[config.mk]
export PLATFORM = sky130hd
export DESIGN_NAME = xcorr_peak_find
export DESIGN_NICKNAME = d
export VERILOG_FILES = /design/src/rtl/xcorr_pkg.sv /design/src/rtl/xcorr_peak_cmp.sv /design/src/rtl/xcorr_peak_find.sv
export SDC_FILE = /design/constraint.sdc
export NUM_CORES = 1
export LEC_CHECK = 0
export BUFFER_PORTS_ARGS = -buffer_cell sky130_fd_sc_hd__buf_2
export CAP_MARGIN = 20
export CELL_PAD_IN_SITES_DETAIL_PLACEMENT = 1
export CELL_PAD_IN_SITES_GLOBAL_PLACEMENT = 1
export CORE_MARGIN = 2
export CORE_UTILIZATION = 43
export CTS_CLUSTER_DIAMETER = 120
export DETAILED_ROUTE_END_ITERATION = 16
export PLACE_DENSITY_LB_ADDON = 0.1
export REMOVE_ABC_BUFFERS = 1
export SETUP_SLACK_MARGIN = 0.15
export SYNTH_ARGS = -nofsm -noshare
export SYNTH_HDL_FRONTEND = slang
export SYNTH_SLANG_ARGS = --single-unit
[constraint.sdc]
create_clock -name clk -period 5.9 [get_ports clk]
set_input_delay 0.295 -clock clk [delete_from_list [all_inputs] [get_ports clk]]
set_output_delay 0.295 -clock clk [all_outputs]
set_load 0.01 [all_outputs]
[src/rtl/xcorr_pkg.sv]
`default_nettype none
//============================================================================
// Module : xcorr_pkg
// Purpose: Shared definitions for the cross-correlation peak finder:
//          FSM state encoding, default frame geometry and the lag-offset
//          constant that maps a result index onto a signed lag.
// Revision: 1.0 - initial release
//============================================================================
package xcorr_pkg;

    typedef enum logic [1:0] {
        ST_IDLE    = 2'd0,
        ST_COLLECT = 2'd1,
        ST_REPORT  = 2'd2
    } state_t;

    localparam int C_NLAG_DEFAULT       = 1023;
    localparam int C_LW_DEFAULT         = 11;
    // Index of the zero-lag result for the default frame length.
    localparam int C_LAG_OFFSET_DEFAULT = (C_NLAG_DEFAULT - 1) / 2;

    // Zero-lag index for an arbitrary (odd) frame length.
    function automatic int lag_offset(input int nlag);
        return (nlag - 1) / 2;
    endfunction

endpackage
`default_nettype wire

[src/rtl/xcorr_peak_cmp.sv]
`default_nettype none
//============================================================================
// Module : xcorr_peak_cmp
// Purpose: Combinational comparison of an incoming correlation sample
//          against the running best, plus the threshold test on whichever
//          of the two wins.
// Config : XCORR_PEAK_ABS_EN - compare magnitudes (RW+1 bits) instead of
//          signed values.
// Ports  : sample  - incoming signed correlation value
//          best    - current best signed value
//          thresh  - signed detection threshold
//          first   - sample is the first of the frame (always taken)
//          take    - sample replaces best (strictly greater)
//          ok      - winner meets the threshold
// Revision: 1.0 - initial release
//============================================================================
module xcorr_peak_cmp #(
    parameter int RW = 32
) (
    input  logic signed [RW-1:0] sample,
    input  logic signed [RW-1:0] best,
    input  logic signed [RW-1:0] thresh,
    input  logic                 first,
    output logic                 take,
    output logic                 ok
);

`ifdef XCORR_PEAK_ABS_EN
    // One extra bit so |most negative| is represented exactly.
    logic signed [RW:0] w_ext_s;
    logic signed [RW:0] w_ext_b;
    logic signed [RW:0] w_mag_s;
    logic signed [RW:0] w_mag_b;
    logic signed [RW:0] w_mag_win;
    logic signed [RW:0] w_thresh_x;

    always_comb begin
        w_ext_s    = $signed({sample[RW-1], sample});
        w_ext_b    = $signed({best[RW-1], best});
        w_thresh_x = $signed({thresh[RW-1], thresh});
        w_mag_s    = sample[RW-1] ? -w_ext_s : w_ext_s;
        w_mag_b    = best[RW-1]   ? -w_ext_b : w_ext_b;
        // The initial "most negative" best has the largest magnitude, so the
        // first sample of a frame must be taken unconditionally.
        take       = first | (w_mag_s > w_mag_b);
        w_mag_win  = take ? w_mag_s : w_mag_b;
        ok         = (w_mag_win >= w_thresh_x);
    end
`else
    logic signed [RW-1:0] w_win;

    always_comb begin
        take  = first | (sample > best);
        w_win = take ? sample : best;
        ok    = (w_win >= thresh);
    end
`endif

endmodule
`default_nettype wire

[src/rtl/xcorr_peak_find.sv]
`default_nettype none
//============================================================================
// Module : xcorr_peak_find
// Purpose: Scans one frame of NLAG cross-correlation results, tracks the
//          first-occurring maximum and reports its signed lag, its value and
//          whether it reaches the detection threshold.
// Config : XCORR_PEAK_ABS_EN - search on |res_data| (see xcorr_peak_cmp).
// Ports  : clk, rst_n (async, active-low)
//          start     - frame start pulse (restarts a frame in progress)
//          res_valid - result strobe, res_data - signed result
//          min_peak  - signed detection threshold
//          peak_lag/peak_val/peak_ok - held results of the last frame
//          done      - one-cycle pulse when results update
//          busy      - high while collecting/reporting
//          err       - one-cycle pulse on restart or stray strobe
// Revision: 1.0 - initial release
//============================================================================
module xcorr_peak_find
    import xcorr_pkg::*;
#(
    parameter int RW   = 32,
    parameter int NLAG = C_NLAG_DEFAULT,
    parameter int LW   = C_LW_DEFAULT
) (
    input  logic                 clk,
    input  logic                 rst_n,
    input  logic                 start,
    input  logic                 res_valid,
    input  logic signed [RW-1:0] res_data,
    input  logic signed [RW-1:0] min_peak,
    output logic signed [LW-1:0] peak_lag,
    output logic signed [RW-1:0] peak_val,
    output logic                 peak_ok,
    output logic                 done,
    output logic                 busy,
    output logic                 err
);

    localparam logic [LW-1:0] C_LAST     = LW'(NLAG - 1);
    localparam logic [LW-1:0] C_OFFSET   = LW'(lag_offset(NLAG));
    localparam logic [RW-1:0] C_MOST_NEG = {1'b1, {(RW-1){1'b0}}};

    state_t                r_state;
    logic [LW-1:0]         r_idx;
    logic signed [RW-1:0]  r_best;
    logic [LW-1:0]         r_best_idx;

    logic                  w_restart;
    logic [LW-1:0]         w_idx_cur;
    logic signed [RW-1:0]  w_best_cur;
    logic [LW-1:0]         w_best_idx_cur;
    logic                  w_first;
    logic                  w_take;
    logic                  w_ok;
    logic signed [RW-1:0]  w_win_val;
    logic [LW-1:0]         w_win_idx;

    // A restart in COLLECT takes effect before any sample in the same cycle,
    // so the comparison sees a freshly cleared tracker.
    always_comb begin
        w_restart      = (r_state == ST_COLLECT) && start;
        w_idx_cur      = w_restart ? '0 : r_idx;
        w_best_cur     = w_restart ? $signed(C_MOST_NEG) : r_best;
        w_best_idx_cur = w_restart ? '0 : r_best_idx;
        w_first        = (w_idx_cur == '0);
        w_win_val      = w_take ? res_data  : w_best_cur;
        w_win_idx      = w_take ? w_idx_cur : w_best_idx_cur;
    end

    xcorr_peak_cmp #(
        .RW     (RW)
    ) u_cmp (
        .sample (res_data),
        .best   (w_best_cur),
        .thresh (min_peak),
        .first  (w_first),
        .take   (w_take),
        .ok     (w_ok)
    );

    // Results are captured at the edge that accepts the last strobe so that
    // they, together with done, are visible during the single REPORT cycle.
    always_ff @(posedge clk or negedge rst_n) begin
        if (!rst_n) begin
            r_state    <= ST_IDLE;
            r_idx      <= '0;
            r_best     <= '0;
            r_best_idx <= '0;
            peak_lag   <= '0;
            peak_val   <= '0;
            peak_ok    <= 1'b0;
            done       <= 1'b0;
            busy       <= 1'b0;
            err        <= 1'b0;
        end else begin
            done <= 1'b0;
            err  <= 1'b0;
            case (r_state)
                ST_IDLE: begin
                    err <= res_valid;
                    if (start) begin
                        r_state    <= ST_COLLECT;
                        busy       <= 1'b1;
                        r_idx      <= '0;
                        r_best     <= $signed(C_MOST_NEG);
                        r_best_idx <= '0;
                    end
                end
                ST_COLLECT: begin
                    err <= start;
                    if (res_valid) begin
                        r_idx      <= w_idx_cur + LW'(1);
                        r_best     <= w_win_val;
                        r_best_idx <= w_win_idx;
                        if (w_idx_cur == C_LAST) begin
                            r_state  <= ST_REPORT;
                            peak_lag <= w_win_idx - C_OFFSET;
                            peak_val <= w_win_val;
                            peak_ok  <= w_ok;
                            done     <= 1'b1;
                        end
                    end else if (w_restart) begin
                        r_idx      <= '0;
                        r_best     <= $signed(C_MOST_NEG);
                        r_best_idx <= '0;
                    end
                end
                ST_REPORT: begin
                    err     <= res_valid;
                    r_state <= ST_IDLE;
                    busy    <= 1'b0;
                end
                default: begin
                    r_state <= ST_IDLE;
                    busy    <= 1'b0;
                end
            endcase
        end
    end

endmodule
`default_nettype wire
==> results.sh <==
export IMPL_drc_errors=0
export IMPL_dp_final_hpwl_um=16500
export IMPL_r2r_end="peak_ok"
export IMPL_layoutNonFillerInstCount=1119
export IMPL_wirelength_um=22800
export IMPL_htree_levels=3
export IMPL_drive_gt1_frac=0.214
export IMPL_layout_worst_path_cycle_share=0.937
export IMPL_rr_worst_depth=22
export IMPL_layout_setup_ws_ns=0.375
export IMPL_worstPathCellList="nor2b_2 > nand2_2 > buf_12 > nand2_1 > ha_1 > nand4_1 > or4_4 > nor3_4 > a21o_2 > nor2_2 > buf_12 > o31ai_1 > ha_1 > a21o_1 > a21o_1 > a21o_1 > a21o_1 > a21oi_1 > nor3_1 > or3_1 > nor3b_1 > nor3_1"
export IMPL_cts_num_sinks=103
export IMPL_syn_inst=793
export IMPL_core_area_um2=15700
export IMPL_slew_violations=0
export IMPL_hold_path_class="in -> async"
export IMPL_cp_slowest_cell="or4_4"
export IMPL_overflow=0
export IMPL_synth_top_area_frac=0.376
export IMPL_p_per_area_nw_per_um2=247
export IMPL_ys_warn_count=0
export IMPL_maxCapViolations=0
export IMPL_clock_skew_final_ns=0.00985
export IMPL_die_h_um=130
export IMPL_die_area_um2=17000
export IMPL_finalSetupViolations=0
export IMPL_antenna_found_initial=0
export IMPL_drt_pass1_iter_count=5
export IMPL_synth_ff_type="dfrtp_1"
export IMPL_boundaryPins=115
export IMPL_layout_min_cycle_time_ns=5.53
export IMPL_relSlewSlack=0.412
export IMPL_grt_max_degree=53
export IMPL_cts_tree="yes"
export IMPL_netlist_top_cell_by_area="dfrtp_1"
export IMPL_hold_violations=12
export IMPL_wl_per_cell_um=20.4
export IMPL_power_mw=2.00
export IMPL_worst_slew_pin_slew_ns=0.883
export IMPL_yosysSeqAreaShare=0.376
export IMPL_cts_buffer_depth=2
export IMPL_criticalPathCategory="reg -> reg"
export IMPL_track_usage=0.275
export IMPL_synth_area_leaders="dfrtp_1 (38%), ha_1 (12%), nand2_1 (9.3%)"
export IMPL_vias_per_cell=5.82
export IMPL_status="finished with violations"
export IMPL_drtAntennaViolNets=0
export IMPL_die_w_um=130
export IMPL_initial_core_util=0.436
export IMPL_r2r_start="r_state[0]"
export IMPL_place_ws_ns=0.188
export IMPL_syn_avg_cell_area_um2=8.64
export IMPL_netlist_area_um2=6850
export IMPL_critPathMaxFanout=25
export IMPL_synth_cell_types=62
export IMPL_cpMostUsedCell="a21o_1"
export IMPL_irDropWorstVdd_mv=0.144
export IMPL_rsz0062_at_grt="no"
export IMPL_holdWs_ns=-0.0363
export IMPL_drtIter0Drc=474
export IMPL_violations="hold timing"
export IMPL_numCtsBuffers=9
export IMPL_vias=6518
export IMPL_crit_start="r_state[0]"
export IMPL_p_leak_nw=4.22
export IMPL_cts_clk_slew_worst_paths_ns=0.08
export IMPL_final_cell_mix="nand2_1 (170), buf_2 (113), dfrtp_1 (102), ha_1 (68), inv_1 (46)"
export IMPL_synthToLayoutAreaGrowth_pct=18.3
export IMPL_final_common_cell="nand2_1"
export IMPL_cp_slowest_stage_delay_ns=0.62
export IMPL_r2r_slack_ns=0.37
export IMPL_root_buffer="clkbuf_16"
export IMPL_n_antenna_cell=0
export IMPL_required_ns=6.14
export IMPL_async_reset_ff_frac=1.00
export IMPL_cp_start_kind="register"
export IMPL_synth_seq_cells=103
export IMPL_dp_cells=1101
export IMPL_arrival_ns=5.76
export IMPL_grt_pass1_wl_um=36300
export IMPL_grt_pass1_vias=6866
export IMPL_routabilityCongestion=0.889
export IMPL_std_cell_rows=46
export IMPL_port_buffer_count=114
export IMPL_tns_ns=0
export IMPL_synth_edf_count=0
export IMPL_clkLatencyLatePin_ns=0.36
export IMPL_fmax_mhz=181
export IMPL_end_kind="register"
export IMPL_nets=1034
sequential cells by signal, indices dropped and copies added, names as in the netlist:
signal and count:
done 1, r_best 32, r_state 2, err 1, peak_lag 11, peak_ok 1, busy 1, peak_val 32
r_best_idx 11, r_idx 11
final cells by class:
type | count | area (um^2)
timing repair buffer | 142 | 808
fill | 1885 | 7610
multi-input combinational | 596 | 3980
sequential | 103 | 2580
clock buffer | 9 | 225
clock inverter | 7 | 70.1
inverter | 46 | 173
tap | 216 | 270
logic make-up after synthesis:
group           after synthesis  synth area share
mux                          16            0.0245
flops                       103             0.376
buf+inv                      94            0.0530
simple gates                310             0.211
compound gates              198             0.206
xor+xnor                      4           0.00512
fa+ha+maj                    68             0.124
worst max-delay path: cells and delay by family (launching register included):
kind	cells	cell delay [ns]
AOI/OAI and AO/OA	7	1.48
DFF	1	0.46
and+or+nand+nor	11	2.41
adders and majority gates	2	0.66
buffers and inverters	2	0.36
power by group:
group	leakage, nW	internal [mW]	switching [mW]
Combinational	2.69	0.225	0.378
Clock	0.146	0.331	0.296
Sequential	1.39	0.745	0.0282
what timing repair did:
item,4_1_cts,5_1_grt
endpoints found under the setup margin,0,1
hold buffers,0,0
resized for setup,0,14
buffers inserted,0,2
cell usage after synthesis, types with 3 or more instances:
| master | n |
|---|---|
| a211o_1 | 3 |
| a211oi_1 | 5 |
| a21o_1 | 15 |
| a21oi_1 | 35 |
| a22o_1 | 40 |
| a31oi_1 | 5 |
| and3_1 | 8 |
| and4_1 | 4 |
| buf_2 | 8 |
| clkbuf_1 | 38 |
| dfrtp_1 | 103 |
| ha_1 | 68 |
| inv_1 | 46 |
| mux2i_1 | 13 |
| nand2_1 | 170 |
| nand3_1 | 45 |
| nand4_1 | 18 |
| nor2_1 | 23 |
| nor2b_1 | 4 |
| nor3_1 | 12 |
| nor4_1 | 4 |
| o211ai_1 | 3 |
| o21a_1 | 8 |
| o21ai_0 | 30 |
| o31ai_1 | 33 |
| or3_1 | 3 |
| xnor2_1 | 3 |
layer usage:
layer	track usage	wire length (um)
met1	0.377	10600
met3	0.0353	1020
met2	0.453	10700
met4	0.0860	394
met5	0	0
worst max-delay path by stage:
stage               slack (ns)  cells after the start      end
floorplan                -0.29                     18  peak_ok
global placement          0.47                     24  peak_ok
detailed placement        0.19                     21  peak_ok
CTS                       0.16                     24  peak_ok
global route              0.13                     22  peak_ok
finish                    0.37                     22  peak_ok
per-stage QoR:
stage	instance area [um^2]	utilization	hold slack, ns
6_report	8100	0.516	-0.0363
5_1_grt	8100	0.516	0.0296
4_1_cts	8020	0.511	0.0107
3_5_place_dp	7730	0.492	0.390
3_3_place_gp	7730	0.492	0.382
2_1_floorplan	6660	-	-0.000591
No activity file was read; power rests on OpenSTA's default activity.
